--- src/rtl/eth_tx_arb_pkg.sv ---
// Shared types for the TX arbiter: FSM state and the header sideband bundle
// forwarded alongside each frame.
package eth_tx_arb_pkg;

  typedef enum logic {
    ARB_IDLE = 1'b0,
    ARB_BUSY = 1'b1
  } arb_state_t;

  localparam int HDR_FIELD_WIDTH = 16;

  typedef struct packed {
    logic [HDR_FIELD_WIDTH-1:0] udp_length;
    logic [HDR_FIELD_WIDTH-1:0] udp_checksum;
    logic [HDR_FIELD_WIDTH-1:0] ip_length;
    logic [HDR_FIELD_WIDTH-1:0] ip_checksum;
  } hdr_fields_t;

endpackage

--- src/rtl/rr_arbiter.sv ---
// Combinational round-robin picker with optional strict priority for index 0.
// The scan starts one past last_grant and wraps modulo NUM_SRC.
module rr_arbiter #(
  parameter int NUM_SRC = 3,
  localparam int IDX_W = $clog2(NUM_SRC)
) (
  input  logic [NUM_SRC-1:0] request,
  input  logic [IDX_W-1:0]   last_grant,
  input  logic               priority_en,
  output logic [IDX_W-1:0]   grant,
  output logic               any_req
);

  logic [IDX_W-1:0]   cand_idx [NUM_SRC];
  logic [NUM_SRC-1:0] cand_req;

  // One extra bit of headroom keeps last_grant + offset from overflowing before the wrap.
  for (genvar gi = 0; gi < NUM_SRC; gi++) begin : g_cand
    logic [IDX_W:0] sum;
    assign sum = {1'b0, last_grant} + (IDX_W+1)'(gi + 1);
    assign cand_idx[gi] = (sum >= (IDX_W+1)'(NUM_SRC)) ?
                          IDX_W'(sum - (IDX_W+1)'(NUM_SRC)) : sum[IDX_W-1:0];
    assign cand_req[gi] = request[cand_idx[gi]];
  end

  always_comb begin
    grant   = '0;
    any_req = |request;
    for (int i = NUM_SRC - 1; i >= 0; i--) begin
      if (cand_req[i]) grant = cand_idx[i];
    end
    if (priority_en && request[0]) grant = '0;
  end

endmodule

--- src/rtl/eth_tx_arbiter.sv ---
// Packet-granular arbiter in front of the TX FIFO: one source owns the
// stream and header sideband from grant until its tlast beat is accepted.
module eth_tx_arbiter
  import eth_tx_arb_pkg::*;
#(
  parameter int NUM_SRC       = 3,
  parameter int DATA_WIDTH    = 8,
  parameter int SRC0_PRIORITY = 0,
  parameter int CNT_WIDTH     = 16,
  localparam int IDX_W = $clog2(NUM_SRC)
) (
  input  logic                          i_clk,
  input  logic                          i_reset,
  input  logic [NUM_SRC*DATA_WIDTH-1:0] s_axis_tdata,
  input  logic [NUM_SRC-1:0]            s_axis_tvalid,
  input  logic [NUM_SRC-1:0]            s_axis_tlast,
  output logic [NUM_SRC-1:0]            s_axis_trdy,
  input  logic [NUM_SRC-1:0]            s_hdr_tvalid,
  input  logic [NUM_SRC*16-1:0]         s_udp_hdr_length,
  input  logic [NUM_SRC*16-1:0]         s_udp_hdr_checksum,
  input  logic [NUM_SRC*16-1:0]         s_ip_hdr_length,
  input  logic [NUM_SRC*16-1:0]         s_ip_hdr_checksum,
  output logic [DATA_WIDTH-1:0]         m_axis_tdata,
  output logic                          m_axis_tvalid,
  output logic                          m_axis_tlast,
  input  logic                          m_axis_trdy,
  output logic                          m_hdr_tvalid,
  output logic [15:0]                   m_udp_hdr_length,
  output logic [15:0]                   m_udp_hdr_checksum,
  output logic [15:0]                   m_ip_hdr_length,
  output logic [15:0]                   m_ip_hdr_checksum,
  output logic                          o_busy,
  output logic [IDX_W-1:0]              o_grant,
  output logic [CNT_WIDTH-1:0]          o_frame_count
);

  arb_state_t            state_reg;
  logic [IDX_W-1:0]      grant_reg;
  logic [IDX_W-1:0]      last_grant_reg;
  logic [CNT_WIDTH-1:0]  frame_count_reg;
  logic [IDX_W-1:0]      arb_grant;
  logic                  arb_any;
  logic                  busy;
  logic                  eof;
  logic [DATA_WIDTH-1:0] src_data [NUM_SRC];
  hdr_fields_t           src_hdr  [NUM_SRC];
  hdr_fields_t           out_hdr;

  assign busy = (state_reg == ARB_BUSY);

  for (genvar gi = 0; gi < NUM_SRC; gi++) begin : g_src
    assign src_data[gi]    = s_axis_tdata[gi*DATA_WIDTH +: DATA_WIDTH];
    assign src_hdr[gi]     = {s_udp_hdr_length[gi*16 +: 16], s_udp_hdr_checksum[gi*16 +: 16],
                              s_ip_hdr_length[gi*16 +: 16],  s_ip_hdr_checksum[gi*16 +: 16]};
    assign s_axis_trdy[gi] = busy && (grant_reg == IDX_W'(gi)) && m_axis_trdy;
  end

  rr_arbiter #(
    .NUM_SRC (NUM_SRC)
  ) u_rr (
    .request     (s_axis_tvalid),
    .last_grant  (last_grant_reg),
    .priority_en (SRC0_PRIORITY != 0),
    .grant       (arb_grant),
    .any_req     (arb_any)
  );

  // Pure pass-through while busy so the granted source sees FIFO backpressure directly.
  always_comb begin
    m_axis_tdata  = '0;
    m_axis_tvalid = 1'b0;
    m_axis_tlast  = 1'b0;
    m_hdr_tvalid  = 1'b0;
    out_hdr       = '0;
    if (busy) begin
      m_axis_tdata  = src_data[grant_reg];
      m_axis_tvalid = s_axis_tvalid[grant_reg];
      m_axis_tlast  = s_axis_tlast[grant_reg];
      m_hdr_tvalid  = s_hdr_tvalid[grant_reg];
      out_hdr       = src_hdr[grant_reg];
    end
  end

  assign eof                = m_axis_tvalid && m_axis_trdy && m_axis_tlast;
  assign m_udp_hdr_length   = out_hdr.udp_length;
  assign m_udp_hdr_checksum = out_hdr.udp_checksum;
  assign m_ip_hdr_length    = out_hdr.ip_length;
  assign m_ip_hdr_checksum  = out_hdr.ip_checksum;

  // last_grant resets to the top index so source 0 wins the first round.
  always_ff @(posedge i_clk) begin
    if (i_reset) begin
      state_reg       <= ARB_IDLE;
      grant_reg       <= '0;
      last_grant_reg  <= IDX_W'(NUM_SRC - 1);
      frame_count_reg <= '0;
    end else begin
      case (state_reg)
        ARB_IDLE: begin
          if (arb_any) begin
            grant_reg <= arb_grant;
            state_reg <= ARB_BUSY;
          end
        end
        ARB_BUSY: begin
          if (eof) begin
            state_reg       <= ARB_IDLE;
            last_grant_reg  <= grant_reg;
            frame_count_reg <= frame_count_reg + CNT_WIDTH'(1);
          end
        end
        default: state_reg <= ARB_IDLE;
      endcase
    end
  end

  assign o_busy        = busy;
  assign o_grant       = grant_reg;
  assign o_frame_count = frame_count_reg;

endmodule

--- config.mk ---
export PLATFORM = sky130hd
export DESIGN_NAME = eth_tx_arbiter
export DESIGN_NICKNAME = d
export VERILOG_FILES = /design/src/rtl/eth_tx_arb_pkg.sv /design/src/rtl/rr_arbiter.sv /design/src/rtl/eth_tx_arbiter.sv
export SDC_FILE = /design/constraint.sdc
export NUM_CORES = 1
export LEC_CHECK = 0
export ABC_CLOCK_PERIOD_IN_PS = 2900
export CAP_MARGIN = 5
export CORE_AREA = 2 2 125 127
export DETAILED_ROUTE_END_ITERATION = 8
export DIE_AREA = 0 0 127 129
export HOLD_SLACK_MARGIN = 0.15
export PLACE_DENSITY = 0.72
export SLEW_MARGIN = 0
export SYNTH_ARGS = -nofsm -noshare
export SYNTH_HDL_FRONTEND = slang
export SYNTH_HIERARCHICAL = 1
export SYNTH_SLANG_ARGS = --single-unit
--- constraint.sdc ---
create_clock -name i_clk -period 2.9 [get_ports i_clk]
set_input_delay 0.435 -clock i_clk [delete_from_list [all_inputs] [get_ports i_clk]]
set_output_delay 0.435 -clock i_clk [all_outputs]
set_load 0.01 [all_outputs]
==> run metrics <==
combinational family with the most area after synthesis simple AND/OR/NAND/NOR gates; Post-Synth XOR/XNOR Area 0.5607%; setup_tns 0 ps; Mapped Cells 468; Peak Freq 378.5 MHz; I/O pins 325; Iter 0 DRT Violations 184; # rows 45; slew margin rel. 50.87%; drt drc 0; Core Box Area 14980 um^2; FF+latch count, synth 21; met2 Use GR 30.04%; CTS Hold Buffers Added 0; Leak Pwr 2.231 nW; share of cells above drive strength 1 2.347%; CTS resizes 0; Worst Hold Class register to register; post-synthesis mux area share 25.35%; Seq. cell area 426.7 um^2; Root Driver clkbuf_16; CP Data Required Time 2470 ps; Sink Count 21; GRT overflow 0; fillers 1547; fin. max-slew vios 0; peak supply drop 0.1883 mV; final setup fails 0; via count 4324; width of the die 127 um; Slew @ Worst Pin 734.6 ps; # Max-Cap Violations 0; CTS Buf Count 3; via/cell ratio 4.518; # Post-CTS Setup Buffers 0; H-tree depth 1; outcome completed; total wire length 15330 um; DR WL/cell 16.02 um; post-synthesis cell area 3124 um^2; Global Route met1 Usage 23.01%; largest net degree at the start of global routing 83; first drt pass iteration count 4; Seq/Total Area, Yosys 13.46%; final worst-path cycle share 91.09%; Setup Skew 3.181 ps; Initial Util 20.86%; CP endpoint kind primary output; wire length of the first global-routing pass 22910 um; crit path kind register to primary output; Final HPWL DP 11980 um; fin nets 1000; simple-gate share of the synthesized area 33.72%; Setup crit start kind register; Area Growth Syn to Fin 113.3%; synth top area cells mux2i_1, and2_1, dfxtp_1, nand2_1, o21ai_0; routing usage on met3 3.243%; Post-Synth Adder-Cell Area 1.602%; FFs w/ async S/R, synth 0%; All-Layer GR Usage 17.32%; Synth top cells by count nand2_1, mux2i_1, and2_1; clk_lat worst skew 250 ps; CP Max Fanout 51; Avg Inst Size Synth 6.676 um^2; top-count cell post-synth nand2_1; total power 1.482 mW; unrepaired setup endpoints after global routing no; footprint of the multi-input gates 2522 um^2; GP Congestion 0.8180; max reg flops 16; Die Span Y 129 um; number of global-route vias before repair 4150; Power Dens Cells 222.4 nW/um^2; ys flop type dfxtp_1; clk slew on worst S/H paths 60 ps; Netlist cell types 36; initial antenna violation count 1; Max clock buf depth 2; Compound-Gate Fraction of Synth Area 19.02%; final-report hold violation count 0; CP arrival 2210 ps; area share of the largest cell type after synthesis 24.99%; Post-synth EDFFs 0; cell accounting for the most synthesized area mux2i_1; GR peak layer met2; Yosys warnings 6; full die area 16380 um^2; CTS tree done; Port Buf Inserts 324; Final Critical Period 2642 ps; post-route ant nets 0
-- per-stage QoR --
step / util, % / area, um^2 / hold WS [ps] / std cells / worst slack (ps)
finish: 44.49 / 6664 / 503.8 / 957 / 258.3
global route: 44.48 / 6661 / 531.8 / 956 / 93.49
CTS: 44.46 / 6659 / 504.6 / 955 / 206.3
detailed placement: 43.93 / 6580 / 494.0 / 951 / 432.3
global placement: 43.93 / 6580 / 476.2 / 951 / 444.0
floorplan: - / 3128 / 462.7 / 469 / 853.8
-- where the power goes --
group | total [mW] | internal [mW] | switching, mW
clock | 0.295 | 0.187 | 0.107
sequential | 0.304 | 0.292 | 0.0119
combinational | 0.883 | 0.568 | 0.315
total | 1.48 | 1.05 | 0.434
-- final cells by class --
| type | instances | share of cell area (%) |
|---|---|---|
| timing repair buffer | 333 | 50.62 |
| antenna | 2 | 0.07510 |
| multi-input combinational | 403 | 37.85 |
| clock buffer | 4 | 1.183 |
| tap | 188 | 3.530 |
| inverter | 6 | 0.3380 |
| sequential | 21 | 6.403 |
-- critical path: stages, from the launching register on --
cell	delay (ps)
dfxtp_4	510
buf_12	350
mux2i_1	140
o21ai_2	200
and2_1	150
clkdlybuf4s50_1	530
-- cell usage in the layout (no fill, tap or decap), drive strengths merged, types with 2 or more instances in the layout --
master,n
or3,11
nor2b,4
o31ai,3
buf,9
a21oi,16
dfxtp,21
nand2,80
and2,75
clkdlybuf4s50,324
mux2i,78
nor2,11
nand4,7
o21ai,87
clkbuf,4
ha,4
nor3,2
diode,2
nand3b,2
conb,2
inv,6
or4,3
and3,3
nand3,3
-- kinds of logic after synthesis --
| family | Yosys count |
|---|---|
| DFF | 21 |
| xor gates and xnor gates | 2 |
| other | 1 |
| buffers and inverters | 45 |
| and+or+nand+nor | 204 |
| muxes | 79 |
| adders and majority gates | 4 |
| AOI/OAI and AO/OA | 112 |
-- per-layer routing --
metal  routed length, um  vias to the layer above
li1                    -                     2213
met1                6769                     1937
met2                7459                      162
met3                 976                       12
met4                 128                        0
met5                   0                        -
-- path summary, 6_finish.rpt --
kind | startpoint | slack [ps] | depth (start not counted) | end
max | o_grant[1]$_SDFFE_PP0P_ | 260 | 5 | m_axis_tvalid
min | o_frame_count[14]$_SDFFE_PP0P_ | 500 | 2 | o_frame_count[14]$_SDFFE_PP0P_
min reg2reg | o_frame_count[14]$_SDFFE_PP0P_ | 500 | 2 | o_frame_count[14]$_SDFFE_PP0P_
max reg2reg | o_grant[1]$_SDFFE_PP0P_ | 560 | 7 | o_frame_count[10]$_SDFFE_PP0P_
Power figures use the tool's default switching activity.
